**config.mk**
```make
export PLATFORM = sky130hd
export DESIGN_NAME = execute_stage
export DESIGN_NICKNAME = d
export VERILOG_FILES = /design/src/rtl/execute_stage.sv
export SDC_FILE = /design/constraint.sdc
export NUM_CORES = 1
export LEC_CHECK = 0
export ABC_AREA = 0
export BUFFER_PORTS_ARGS = -buffer_cell sky130_fd_sc_hd__buf_2
export CAP_MARGIN = 10
export CORE_UTILIZATION = 55
export DETAILED_ROUTE_END_ITERATION = 7
export PLACE_DENSITY = 0.74
export SLEW_MARGIN = 15
export SYNTH_ARGS = -nofsm -noshare
export SYNTH_HDL_FRONTEND = slang
export SYNTH_SLANG_ARGS = --single-unit
```
**constraint.sdc**
```tcl
create_clock -name clk -period 7.7 [get_ports clk]
set_input_delay 0 -clock clk [delete_from_list [all_inputs] [get_ports clk]]
set_output_delay 0 -clock clk [all_outputs]
set_load 0.02 [all_outputs]
```
**src/rtl/execute_stage.sv**
```systemverilog
// Execute stage: single-cycle logic/shift/arith/move results plus a multi-cycle
// restoring divider that owns the HI/LO registers and holds the pipeline while busy.
// Ports:
//   clk, rst           clock, synchronous active-low reset
//   aluop_i, alusel_i  operation code and result class from ID/EX
//   reg1_i, reg2_i     operands (shift amount is reg1_i[4:0], shifted value reg2_i)
//   wd_i, wreg_i       destination address and write enable from ID/EX
//   wd_o, wreg_o       destination address and write enable to EX/MEM
//   wdata_o            result to EX/MEM
//   stall_req_o        pipeline hold request while the divider is busy
//   hi_o, lo_o         current HI/LO register contents
module execute_stage #(
    parameter int unsigned DIV_CYCLES = 32
) (
    input  logic        clk,
    input  logic        rst,
    input  logic [7:0]  aluop_i,
    input  logic [2:0]  alusel_i,
    input  logic [31:0] reg1_i,
    input  logic [31:0] reg2_i,
    input  logic [4:0]  wd_i,
    input  logic        wreg_i,
    output logic [4:0]  wd_o,
    output logic        wreg_o,
    output logic [31:0] wdata_o,
    output logic        stall_req_o,
    output logic [31:0] hi_o,
    output logic [31:0] lo_o
);

    localparam int unsigned CNT_W = $clog2(DIV_CYCLES + 1);

    localparam logic [2:0] SEL_NOP   = 3'b000;
    localparam logic [2:0] SEL_LOGIC = 3'b001;
    localparam logic [2:0] SEL_SHIFT = 3'b010;
    localparam logic [2:0] SEL_ARITH = 3'b011;
    localparam logic [2:0] SEL_MOVE  = 3'b100;

    localparam logic [7:0] OP_AND  = 8'h24;
    localparam logic [7:0] OP_OR   = 8'h25;
    localparam logic [7:0] OP_XOR  = 8'h26;
    localparam logic [7:0] OP_NOR  = 8'h27;
    localparam logic [7:0] OP_SLL  = 8'h7C;
    localparam logic [7:0] OP_SRL  = 8'h02;
    localparam logic [7:0] OP_SRA  = 8'h03;
    localparam logic [7:0] OP_ADD  = 8'h20;
    localparam logic [7:0] OP_SUB  = 8'h22;
    localparam logic [7:0] OP_SLT  = 8'h2A;
    localparam logic [7:0] OP_SLTU = 8'h2B;
    localparam logic [7:0] OP_MFHI = 8'h10;
    localparam logic [7:0] OP_MFLO = 8'h12;
    localparam logic [7:0] OP_DIV  = 8'h1A;
    localparam logic [7:0] OP_DIVU = 8'h1B;

    typedef enum logic [1:0] {
        S_IDLE,
        S_DIVZERO,
        S_ON,
        S_END
    } div_state_t;

    div_state_t       state;
    logic [CNT_W-1:0] cnt;
    logic [31:0]      dvd_q;   // dividend shifting out, quotient shifting in
    logic [31:0]      dvs_q;
    logic [31:0]      rem_q;
    logic             neg_quot_q;
    logic             neg_rem_q;
    logic [31:0]      hi_q;
    logic [31:0]      lo_q;

    logic        is_div;
    logic        is_sdiv;
    logic [31:0] abs1;
    logic [31:0] abs2;
    logic [32:0] trial;
    logic [31:0] step_q;
    logic [31:0] step_r;
    logic        last_step;
    logic        div_busy;
    logic [31:0] result;

    assign is_div    = (aluop_i == OP_DIV) || (aluop_i == OP_DIVU);
    assign is_sdiv   = (aluop_i == OP_DIV);
    assign abs1      = reg1_i[31] ? 32'(32'd0 - reg1_i) : reg1_i;
    assign abs2      = reg2_i[31] ? 32'(32'd0 - reg2_i) : reg2_i;
    assign last_step = (cnt == CNT_W'(DIV_CYCLES - 1));

    // One restoring step: shift in the next dividend bit, subtract if it fits.
    // On the restore path the shifted remainder is below 2^32, so 32 bits suffice.
    always_comb begin
        trial = {rem_q, dvd_q[31]} - {1'b0, dvs_q};
        if (!trial[32]) begin
            step_r = trial[31:0];
            step_q = {dvd_q[30:0], 1'b1};
        end else begin
            step_r = {rem_q[30:0], dvd_q[31]};
            step_q = {dvd_q[30:0], 1'b0};
        end
    end

    // Divider FSM and HI/LO registers.
    always_ff @(posedge clk) begin
        if (!rst) begin
            state      <= S_IDLE;
            cnt        <= '0;
            dvd_q      <= '0;
            dvs_q      <= '0;
            rem_q      <= '0;
            neg_quot_q <= 1'b0;
            neg_rem_q  <= 1'b0;
            hi_q       <= '0;
            lo_q       <= '0;
        end else begin
            case (state)
                S_IDLE: begin
                    if (is_div) begin
                        cnt   <= '0;
                        rem_q <= '0;
                        if (reg2_i == 32'd0) begin
                            state <= S_DIVZERO;
                        end else begin
                            dvd_q      <= is_sdiv ? abs1 : reg1_i;
                            dvs_q      <= is_sdiv ? abs2 : reg2_i;
                            neg_quot_q <= is_sdiv && (reg1_i[31] ^ reg2_i[31]);
                            neg_rem_q  <= is_sdiv && reg1_i[31];
                            state      <= S_ON;
                        end
                    end
                end
                S_DIVZERO: begin
                    dvd_q <= '0;
                    rem_q <= '0;
                    state <= S_END;
                end
                S_ON: begin
                    cnt <= cnt + CNT_W'(1);
                    if (last_step) begin
                        // Signed fixup: quotient negated on sign mismatch, remainder follows dividend.
                        dvd_q <= neg_quot_q ? 32'(32'd0 - step_q) : step_q;
                        rem_q <= neg_rem_q ? 32'(32'd0 - step_r) : step_r;
                        state <= S_END;
                    end else begin
                        dvd_q <= step_q;
                        rem_q <= step_r;
                    end
                end
                S_END: begin
                    hi_q  <= rem_q;
                    lo_q  <= dvd_q;
                    state <= S_IDLE;
                end
                default: state <= S_IDLE;
            endcase
        end
    end

    // Single-cycle result select.
    always_comb begin
        result = 32'd0;
        case (alusel_i)
            SEL_LOGIC: begin
                case (aluop_i)
                    OP_AND:  result = reg1_i & reg2_i;
                    OP_OR:   result = reg1_i | reg2_i;
                    OP_XOR:  result = reg1_i ^ reg2_i;
                    OP_NOR:  result = ~(reg1_i | reg2_i);
                    default: result = 32'd0;
                endcase
            end
            SEL_SHIFT: begin
                case (aluop_i)
                    OP_SLL:  result = reg2_i << reg1_i[4:0];
                    OP_SRL:  result = reg2_i >> reg1_i[4:0];
                    OP_SRA:  result = 32'($signed(reg2_i) >>> reg1_i[4:0]);
                    default: result = 32'd0;
                endcase
            end
            SEL_ARITH: begin
                case (aluop_i)
                    OP_ADD:  result = reg1_i + reg2_i;
                    OP_SUB:  result = reg1_i - reg2_i;
                    OP_SLT:  result = {31'd0, $signed(reg1_i) < $signed(reg2_i)};
                    OP_SLTU: result = {31'd0, reg1_i < reg2_i};
                    default: result = 32'd0;
                endcase
            end
            SEL_MOVE: begin
                case (aluop_i)
                    OP_MFHI: result = hi_q;
                    OP_MFLO: result = lo_q;
                    default: result = 32'd0;
                endcase
            end
            SEL_NOP: result = 32'd0;
            default: result = 32'd0;
        endcase
    end

    // A divide writes only HI/LO, so suppress the GPR write while one is in flight.
    assign div_busy    = (state != S_IDLE) || is_div;
    assign stall_req_o = rst && ((state == S_IDLE && is_div) || state == S_DIVZERO || state == S_ON);
    assign wd_o        = rst ? wd_i : 5'd0;
    assign wreg_o      = rst && wreg_i && !div_busy;
    assign wdata_o     = (rst && !div_busy) ? result : 32'd0;
    assign hi_o        = rst ? hi_q : 32'd0;
    assign lo_o        = rst ? lo_q : 32'd0;

endmodule

```
# After elaboration in Yosys (flattened, before gate mapping)
# Cells that the tools add are included.
# word_totals
word_cells,106
in_bits,83
output_inout_bits,103
regBits,170
# op_classes
shift,3
eq_ne,26
add_sub_neg,8
reduce_logical,22
order_cmp,2
mux,30
bitwise,6
# ops
cell,n
$mux W32,15
$pmux W32 S4,3
$pmux W32 S3,3
$sub A1 B32 Y32 const A,4
$eq A8 B6 Y1 const B,8
$lt A32 B32 Y1,2
$pmux W32 S2,1
$sub A33 B32 Y33,1
$add A32 B32 Y32,1
$and A32 B32 Y32,1
$eq A8 B5 Y1 const B,4
$logic_not A32 Y1,1
$not A32 Y32,1
$or A32 B32 Y32,1
$shl A32 B5 Y32,1
$shr A32 B5 Y32,1
$sshr A32 B5 Y32,1
$sub A32 B32 Y32,1
$xor A32 B32 Y32,1
$eq A8 B2 Y1 const B,2
$pmux W6 S2,1
$eq A8 B7 Y1 const B,1
$pmux W2 S4,1
$logic_and A1 B1 Y1,7
21 further kinds,34

# Depth between registers and ports, before layout
# Gate-level depths: netlist of the first run.
# logic_depth
word_depth,6
mapped_depth,28
mapped_depth_nobuf,25

# Least setup slack after synthesis of the first run
# OpenSTA, ideal clock, no wires.
# synth_path
kind,register to register
startpoint,reg dvd_q[31]
endpoint,reg rem_q[28]
synth_period_minus_slack_ns,5.542
setup_time_ns,0.128
t_arrival_ns,5.413
stages_incl_launch_ff,26
path_slack_ns,2.158
t_required_ns,7.572
n_path_buf,2
path_cell_list,dfxtp_1 -> inv_1 -> ha_1 -> fa_1 -> nor2b_1 -> o31ai_4 -> a21oi_1 -> o211ai_2 -> a211o_1 -> a21boi_2 -> nor2_1 -> inv_1 -> buf_2 -> buf_1 -> nor2_1 -> a21oi_1 -> ha_1 -> nand2_1 -> or4_1 -> or3_1 -> nor3_1 -> a32o_1 -> o2111ai_1 -> o31ai_1 -> xnor2_1 -> o21ai_0
# synth_between
elab_chain_cells,6
# synth_lines
item,line_no,source
start: declaration,64,logic [31:0] dvd_q;
start signal: assignment,123,dvd_q <= is_sdiv ? abs1 : reg1_i;
start signal: assignment,140,dvd_q <= neg_quot_q ? 32'(32'd0 - step_q) : step_q;
start signal: assignment,144,dvd_q <= step_q;
$sub A33 B32 Y33,92,"trial = {rem_q, dvd_q[31]} - {1'b0, dvs_q};"
$mux W32 (*),93,if (!trial[32]) begin
$sub A1 B32 Y32,141,rem_q <= neg_rem_q ? 32'(32'd0 - step_r) : step_r;
$mux W32,141,
$mux W32 (*),138,if (last_step) begin
$pmux W32 S3 (*),115,case (state)
end signal: assignment,141,
end signal: assignment,145,rem_q <= step_r;
end: declaration,66,logic [31:0] rem_q;
# Mark *: on every way between the ends. The rest lies on a longest branch, timed or not.
# A chain may end at the register's enable or synchronous reset.

# Final worst setup path of the first run
# Same ends and word-level chain as after synthesis.

==> results of run 1 <==
-- cells in the mapped netlist, types with 27 or more instances --
cell type  number
nor2_1        276
nand2_1       261
a21oi_1       256
o21ai_0       203
mux2i_1       180
dfxtp_1       170
xnor2_1       161
clkbuf_1      159
inv_1         142
ha_1          139
and2_1         85
nor2b_1        82
nor3_1         53
o211a_1        46
nand3_1        45
xor2_1         44
buf_1          40
mux4_2         39
o31ai_1        39
o22ai_1        35
a21o_1         34
or3_1          31
o211ai_1       30
a211oi_1       27
-- power by group --
group          leakage [nW]  total, mW  switching, mW  internal, mW
combinational          8.28       3.19           2.09          1.09
sequential             1.37       1.06          0.110         0.948
clock                 0.286      0.885          0.382         0.504
total                  9.94       5.13           2.59          2.55
-- cells by family after synthesis --
group / Yosys count
simple gates: 944
compound gates: 913
buf+inv: 357
mux: 228
xor+xnor: 205
flops: 170
fa+ha+maj: 142
-- per-layer routing --
layer  vias up  track usage (%)  wire (um)
met5         -                0         34
met4         6            23.83       5531
met3       293            11.21      10630
met2      1587            62.86      37450
met1     11360            58.42      36760
li1      10770                -          -
-- timing repair --
item                       in CTS  in global routing
hold endpoints to repair        3                  0
setup endpoints to repair       0                  0
hold buffers                    2                  0
-- registers in the layout (all words and copies together) (netlist names) --
name and flops:
neg_rem_q 1, dvs_q 32, cnt 6, dvd_q 32, rem_q 32, hi_q 32
neg_quot_q 1, state 2, lo_q 32
-- layout make-up --
| class | count | area, sq um | share of cell area [%] |
|---|---|---|---|
| well taps | 518 | 648.1 | 2.775 |
| clock buffers | 22 | 474.2 | 2.031 |
| multi-input cells | 2432 | 16940 | 72.52 |
| flip-flops and latches | 170 | 3403 | 14.57 |
| repair buffers | 223 | 1227 | 5.256 |
| inverters | 145 | 544.3 | 2.331 |
| diodes | 2 | 5.005 | 0.02143 |
| clock inverters | 10 | 116.4 | 0.4983 |
-- how the worst min path moves through the flow --
stage	end	from	cells past startpoint
after floorplan	dvs_q[0]	reg2_i[0]	2
after global placement	wd_o[2]	wd_i[2]	3
after detailed placement	wd_o[1]	wd_i[1]	3
after CTS	dvs_q[31]	reg2_i[31]	3
after global routing	dvs_q[31]	reg2_i[31]	3
final	dvs_q[31]	reg2_i[31]	3
-- worst register-to-register path, stage by stage, from the launching register on --
cell and delay (ns):
dfxtp_1 0.43, inv_1 0.07, ha_1 0.23, fa_1 0.41, nor2b_1 0.30, o31ai_4 0.11, a21oi_1 0.43, o211ai_2 0.22
a211o_1 0.36, a21boi_2 0.48, nor2_2 0.10, inv_1 0.23, nor2_1 0.08, a21oi_1 0.19, ha_1 0.27, nand2_1 0.09
or4_1 0.54, or3_1 0.44, nor3_1 0.21, a32o_1 0.33, o2111ai_1 0.20, o31ai_1 0.32, xnor2_1 0.15, o21ai_0 0.08
==> out/summary.txt, run 1 <==
clock slew at reported path FFs - 0.07 ns
Ys Warns - 0
Ports - 186
number of global-route vias before repair - 22170
commonest non-fill, non-tap cell in the layout - nor2_1
Final Non-Filler Cells - 3522
largest net degree at the start of global routing - 105
fmax - 156.2 MHz
final core occ - 60.29%
Post-synth ARST share - 0%
P per Cell Area - 219.8 nW/um^2
CP peak stage delay - 0.54 ns
H-tree depth - 4
Routed Antenna Nets - 0
simple-gate portion of the synthesized area - 20.81%
Placed Cells incl. Taps - 3486
Worst path depth - 23
HP Class - in2reg
crit path time final - 6.401 ns
Sink Count - 170
CP required - 8.01 ns
RD Place Congestion - 1.040
Slowest cell on crit path - or4_1
post-synthesis compound-gate area fraction - 27.73%
initial core utilization - 55.86%
syn nets - 3184
count of final max-slew check failures - 0
GRT Residual Overflow - 0
total global-route track usage - 43.38%
CP cell instances - inv_1, ha_1, fa_1, nor2b_1, o31ai_4, a21oi_1, o211ai_2, a211o_1, a21boi_2, nor2_2, inv_1, nor2_1, a21oi_1, ha_1, nand2_1, or4_1, or3_1, nor3_1, a32o_1, o2111ai_1, o31ai_1, xnor2_1, o21ai_0
Clock Path Buffers - 2
Critical path destination - rem_q[28]
Port Buf Inserts - 185
insertion delay to the later sink of the worst-skew pair - 0.45 ns
Area Overhead vs Synth - 7.927%
DR iter-0 viols - 3290
RSZ-0062 raised after global routing - false
Nets - 3214
WL final - 90410 um
Worst Setup SP - dvd_q[31]
Num CTS Buffers - 17
post-synthesis xor/xnor area fraction - 8.298%
final worst slack - 1.299 ns
Syn Area/Cell - 7.313 sq um
R2R Setup Slk - 1.30 ns
pre-CTS setup slack - 1.521 ns
setup TNS - 0 ns
Mapped Cells - 2959
Worst Tran Pin Value - 1.316 ns
Critical path buffers and inverters - 2
worst hold slack - 0.1013 ns
Finished Cell Area - 23350 sq um
Reg-to-Reg End - rem_q[28]
Max FO, Critical Path - 10
Final Skew - 0.008186 ns
core area - 38740 sq um
Area contributors post-synth - dfxtp_1 (16%), mux2i_1 (8.3%), ha_1 (8.0%)
final setup fails - 0
outcome - finished, final reports clean
highest-count cells in the layout ignoring fill and taps - nor2_1 (274), nand2_1 (261), a21oi_1 (255), o21ai_0 (203), buf_2 (182)
main combinational cell family by area after synthesis - compound AO/OA/AOI/OAI gates
total die area - 40140 sq um
Die Wd - 200.4 um
Final Hold Vio Count - 0
EDFF count, synth - 0
Adder-Cell Fraction of Synth Area - 8.315%
post-CTS sizing - 0
Seq/Total Area, Yosys - 15.73%
synth unique cells - 83
DRC - 0
reg2reg start - dvd_q[31]
die height - 200.4 um
Yosys top cell area share - 15.73%
post-synthesis mux area share - 12.85%
Startpoint Class - flip-flop
Worst path top cell family by delay - compound AO/OA/AOI/OAI gates
Top FF cell, synth - dfxtp_1
Reg2Reg Depth - 23
dpl hpwl - 69060 um
DR vias/cell - 6.819
initial antenna violation count - 5
Arr. time, crit path - 6.71 ns
first-pass GRT wire length - 135000 um
share of layout cells above drive strength 1 - 10.96%
Final period util - 83.13%
CTS root buffer - clkbuf_16
#FFs+latches synth - 170
CP Capture Type - flip-flop
relative slew slack - 12.30%
routed len/inst - 25.67 um
dpl cell area - 22730 sq um
maxcap violations - 0
DR vias - 24020
Setup CP Type - reg2reg
DRT Pass-1 Iters - 6
CTS tree - done
Pleak - 9.941 nW
Max VDD drop - 0.2088 mV
Synth area leader - dfxtp_1
fill count - 3653
Post-CTS Setup Bufs - 0
Netlist Area Pre-Place - 21640 sq um
Core Rows - 72
Pwr Total - 5.132 mW
(Power assumes the default switching activity.)
==> inputs of run 2 (changes only) <==
Clock period 7.7 ns to 6.3 ns, I/O delays scaled along.
==> run 2 against run 1 <==
Non-clock buffer count grew 4. Sequential power rose by 22%. Register-to-register slack worse by 0.87 ns. Core utilization grew 0.084 points. Critical path type unchanged. Largest cell class unchanged. Highest routed layer unchanged.
==> out/summary.txt, run 2 (synthesis results as in run 1) <==
outcome - finished, final reports clean
DRC - 0 (unchanged)
final setup fails - 0 (unchanged)
DR vias/cell - 6.855 (+0.52%)
first-pass GRT wire length - 134500 um (-0.37%)
maxcap violations - 0 (unchanged)
reg2reg start - dvd_q[31]
largest net degree at the start of global routing - 125 (+19%)
CTS tree - done
Ports - 186 (unchanged)
Clock Path Buffers - 2 (unchanged)
Sink Count - 170 (unchanged)
Nets - 3218 (+0.12%)
clock network power share - 17.5% (+0.2 points)
insertion delay to the later sink of the worst-skew pair - 0.46 ns (about the same)
HP Class - in2reg
number of global-route vias before repair - 21670 (-2.3%)
crit path time final - 5.871 ns (-0.5304 ns)
R2R Setup Slk - 0.43 ns (-0.87 ns)
Critical path buffers and inverters - 2 (unchanged)
Worst Tran Pin Value - 1.311 ns (-0.004978 ns)
Setup CP Type - reg2reg
WL final - 89520 um (-0.98%)
Num CTS Buffers - 17 (unchanged)
Max VDD drop - 0.3029 mV (+45%)
Worst path top cell family by delay - compound AO/OA/AOI/OAI gates
Psw - 3.174 mW (+23%)
Max FO, Critical Path - 9 (-1)
Worst Hold Path EP - dvs_q[31]
Flop pwr share - 20.5% (about the same)
P per Cell Area - 269.1 nW/um^2 (+22%)
Core Rows - 72 (unchanged)
Startpoint Class - flip-flop
total global-route track usage - 43.13% (-0.25 points)
Post-CTS Setup Bufs - 0 (unchanged)
Worst Hold Path Cells - 3 (unchanged)
Area Overhead vs Synth - 8.078%
Final Hold Vio Count - 0 (unchanged)
Routed Antenna Nets - 0 (unchanged)
CP peak stage delay - 0.54 ns (about the same)
Die Wd - 200.4 um (unchanged)
DR iter-0 viols - 3382 (+2.8%)
fill count - 3716 (+1.7%)
initial antenna violation count - 5 (unchanged)
relative slew slack - 12.63% (+0.33 points)
highest-count cells in the layout ignoring fill and taps - nor2_1 (274), nand2_1 (261), a21oi_1 (254), o21ai_0 (203), buf_2 (182)
sw frac - 50.44% (about the same)
count of final max-slew check failures - 0 (unchanged)
Reg-to-Reg End - rem_q[28]
setup TNS - 0 ns (unchanged)
total die area - 40140 sq um (unchanged)
routed len/inst - 25.39 um (-1.1%)
Final period util - 93.19% (+10 points)
die height - 200.4 um (unchanged)
RD Place Congestion - 1.057 (+1.6%)
RSZ-0062 raised after global routing - false
Comb pwr share - 61.9% (-0.2 points)
CP cell instances - inv_1, ha_1, fa_1, nor2b_1, o31ai_4, a21oi_2, o211ai_2, a211oi_1, nor3_1, nor2_2, inv_1, a21oi_1, ha_1, nand2_1, or4_1, or3_1, nor3_1, a32o_1, o2111ai_1, o31ai_1, xnor2_1, o21ai_0
internal power - 3.119 mW (+23%)
fmax - 170.3 MHz (+9.0%)
Port Buf Inserts - 185 (unchanged)
initial core utilization - 55.86% (unchanged)
share of layout cells above drive strength 1 - 11.14% (+0.19 points)
Arr. time, crit path - 6.18 ns (-0.53 ns)
Final Skew - 0.01018 ns (+0.001997 ns)
CP required - 6.61 ns (-1.40 ns)
clock slew at reported path FFs - 0.07 ns (about the same)
Reg2Reg Depth - 22 (-4.3%)
H-tree depth - 4 (unchanged)
DRT Pass-1 Iters - 7 (+1)
commonest non-fill, non-tap cell in the layout - nor2_1
core area - 38740 sq um (unchanged)
Slowest cell on crit path - or4_1
DR vias - 24170 (+0.64%)
dpl hpwl - 68220 um (-1.2%)
CP Capture Type - flip-flop
hold wc startpoint - reg2_i[31]
GRT Residual Overflow - 0 (unchanged)
Pleak - 9.971 nW (+0.31%)
CTS root buffer - clkbuf_16
worst hold slack - 0.08041 ns (-0.02085 ns)
[run 2: how the worst max path moves through the flow]
stage | cells past startpoint | slack (ns) | endpoint | start
finish | 22 | 0.43 | rem_q[28] | dvd_q[31]
floorplan | 25 | 0.76 | rem_q[28] | dvd_q[31]
detailed placement | 22 | 0.44 | rem_q[28] | dvd_q[31]
global placement | 22 | 0.59 | rem_q[28] | dvd_q[31]
global route | 22 | 0.03 | rem_q[28] | dvd_q[31]
CTS | 22 | 0.42 | rem_q[28] | dvd_q[31]
[run 2: worst reg2reg max path: stages (launching register included)]
cell	delay, ns
dfxtp_1	0.42
inv_1	0.07
ha_1	0.23
fa_1	0.41
nor2b_1	0.29
o31ai_4	0.11
a21oi_2	0.28
o211ai_2	0.17
a211oi_1	0.41
nor3_1	0.13
nor2_2	0.19
inv_1	0.17
a21oi_1	0.27
ha_1	0.25
nand2_1	0.07
or4_1	0.54
or3_1	0.44
nor3_1	0.22
a32o_1	0.32
o2111ai_1	0.19
o31ai_1	0.32
xnor2_1	0.14
o21ai_0	0.09
[run 2: cell type report]
type	instances	area (sq um)	share of cell area (%)
antenna	2	5.005	0.02140
sequential	170	3403	14.55
clock inverter	12	136.4	0.5832
clock buffer	20	466.7	1.996
inverter	145	544.3	2.327
timing repair buffer	227	1255	5.366
multi-input combinational	2432	16930	72.38
tap	518	648.1	2.771
[run 2: per-layer routing]
layer	track usage, %	wire (um)	vias up
met5	0	27	-
met4	21.65	5094	4
met3	11.36	11270	277
met2	62.91	37300	1668
met1	58.37	35830	11440
li1	-	-	10780
[run 2: power by group through the flow]
stage                     clock [mW]  sequential [mW]  combinational (mW)
after floorplan                    0             1.27                2.72
after CTS                       1.11             1.29                3.74
after global routing            1.16             1.30                4.17
final                           1.10             1.29                3.90
after global placement             0             1.31                3.70
after detailed placement           0             1.31                3.72
[run 2: per-stage QoR]
step	instance area, sq um	std cells	setup slack, ns	total power [mW]	util [%]
2_1_floorplan	21640	2959	0.7584	3.989	-
3_3_place_gp	22760	3491	0.5888	5.011	58.77
3_5_place_dp	22760	3491	0.4362	5.028	58.77
4_1_cts	23380	3524	0.4172	6.134	60.35
5_1_grt	23380	3524	0.02741	6.626	60.36
6_report	23390	3526	0.4293	6.293	60.37
[run 2: repair_timing]
item | in CTS | in global routing
hold buffers | 1 | 0
resized for setup | 0 | 1
setup endpoints to repair | 0 | 2
hold endpoints to repair | 1 | 0
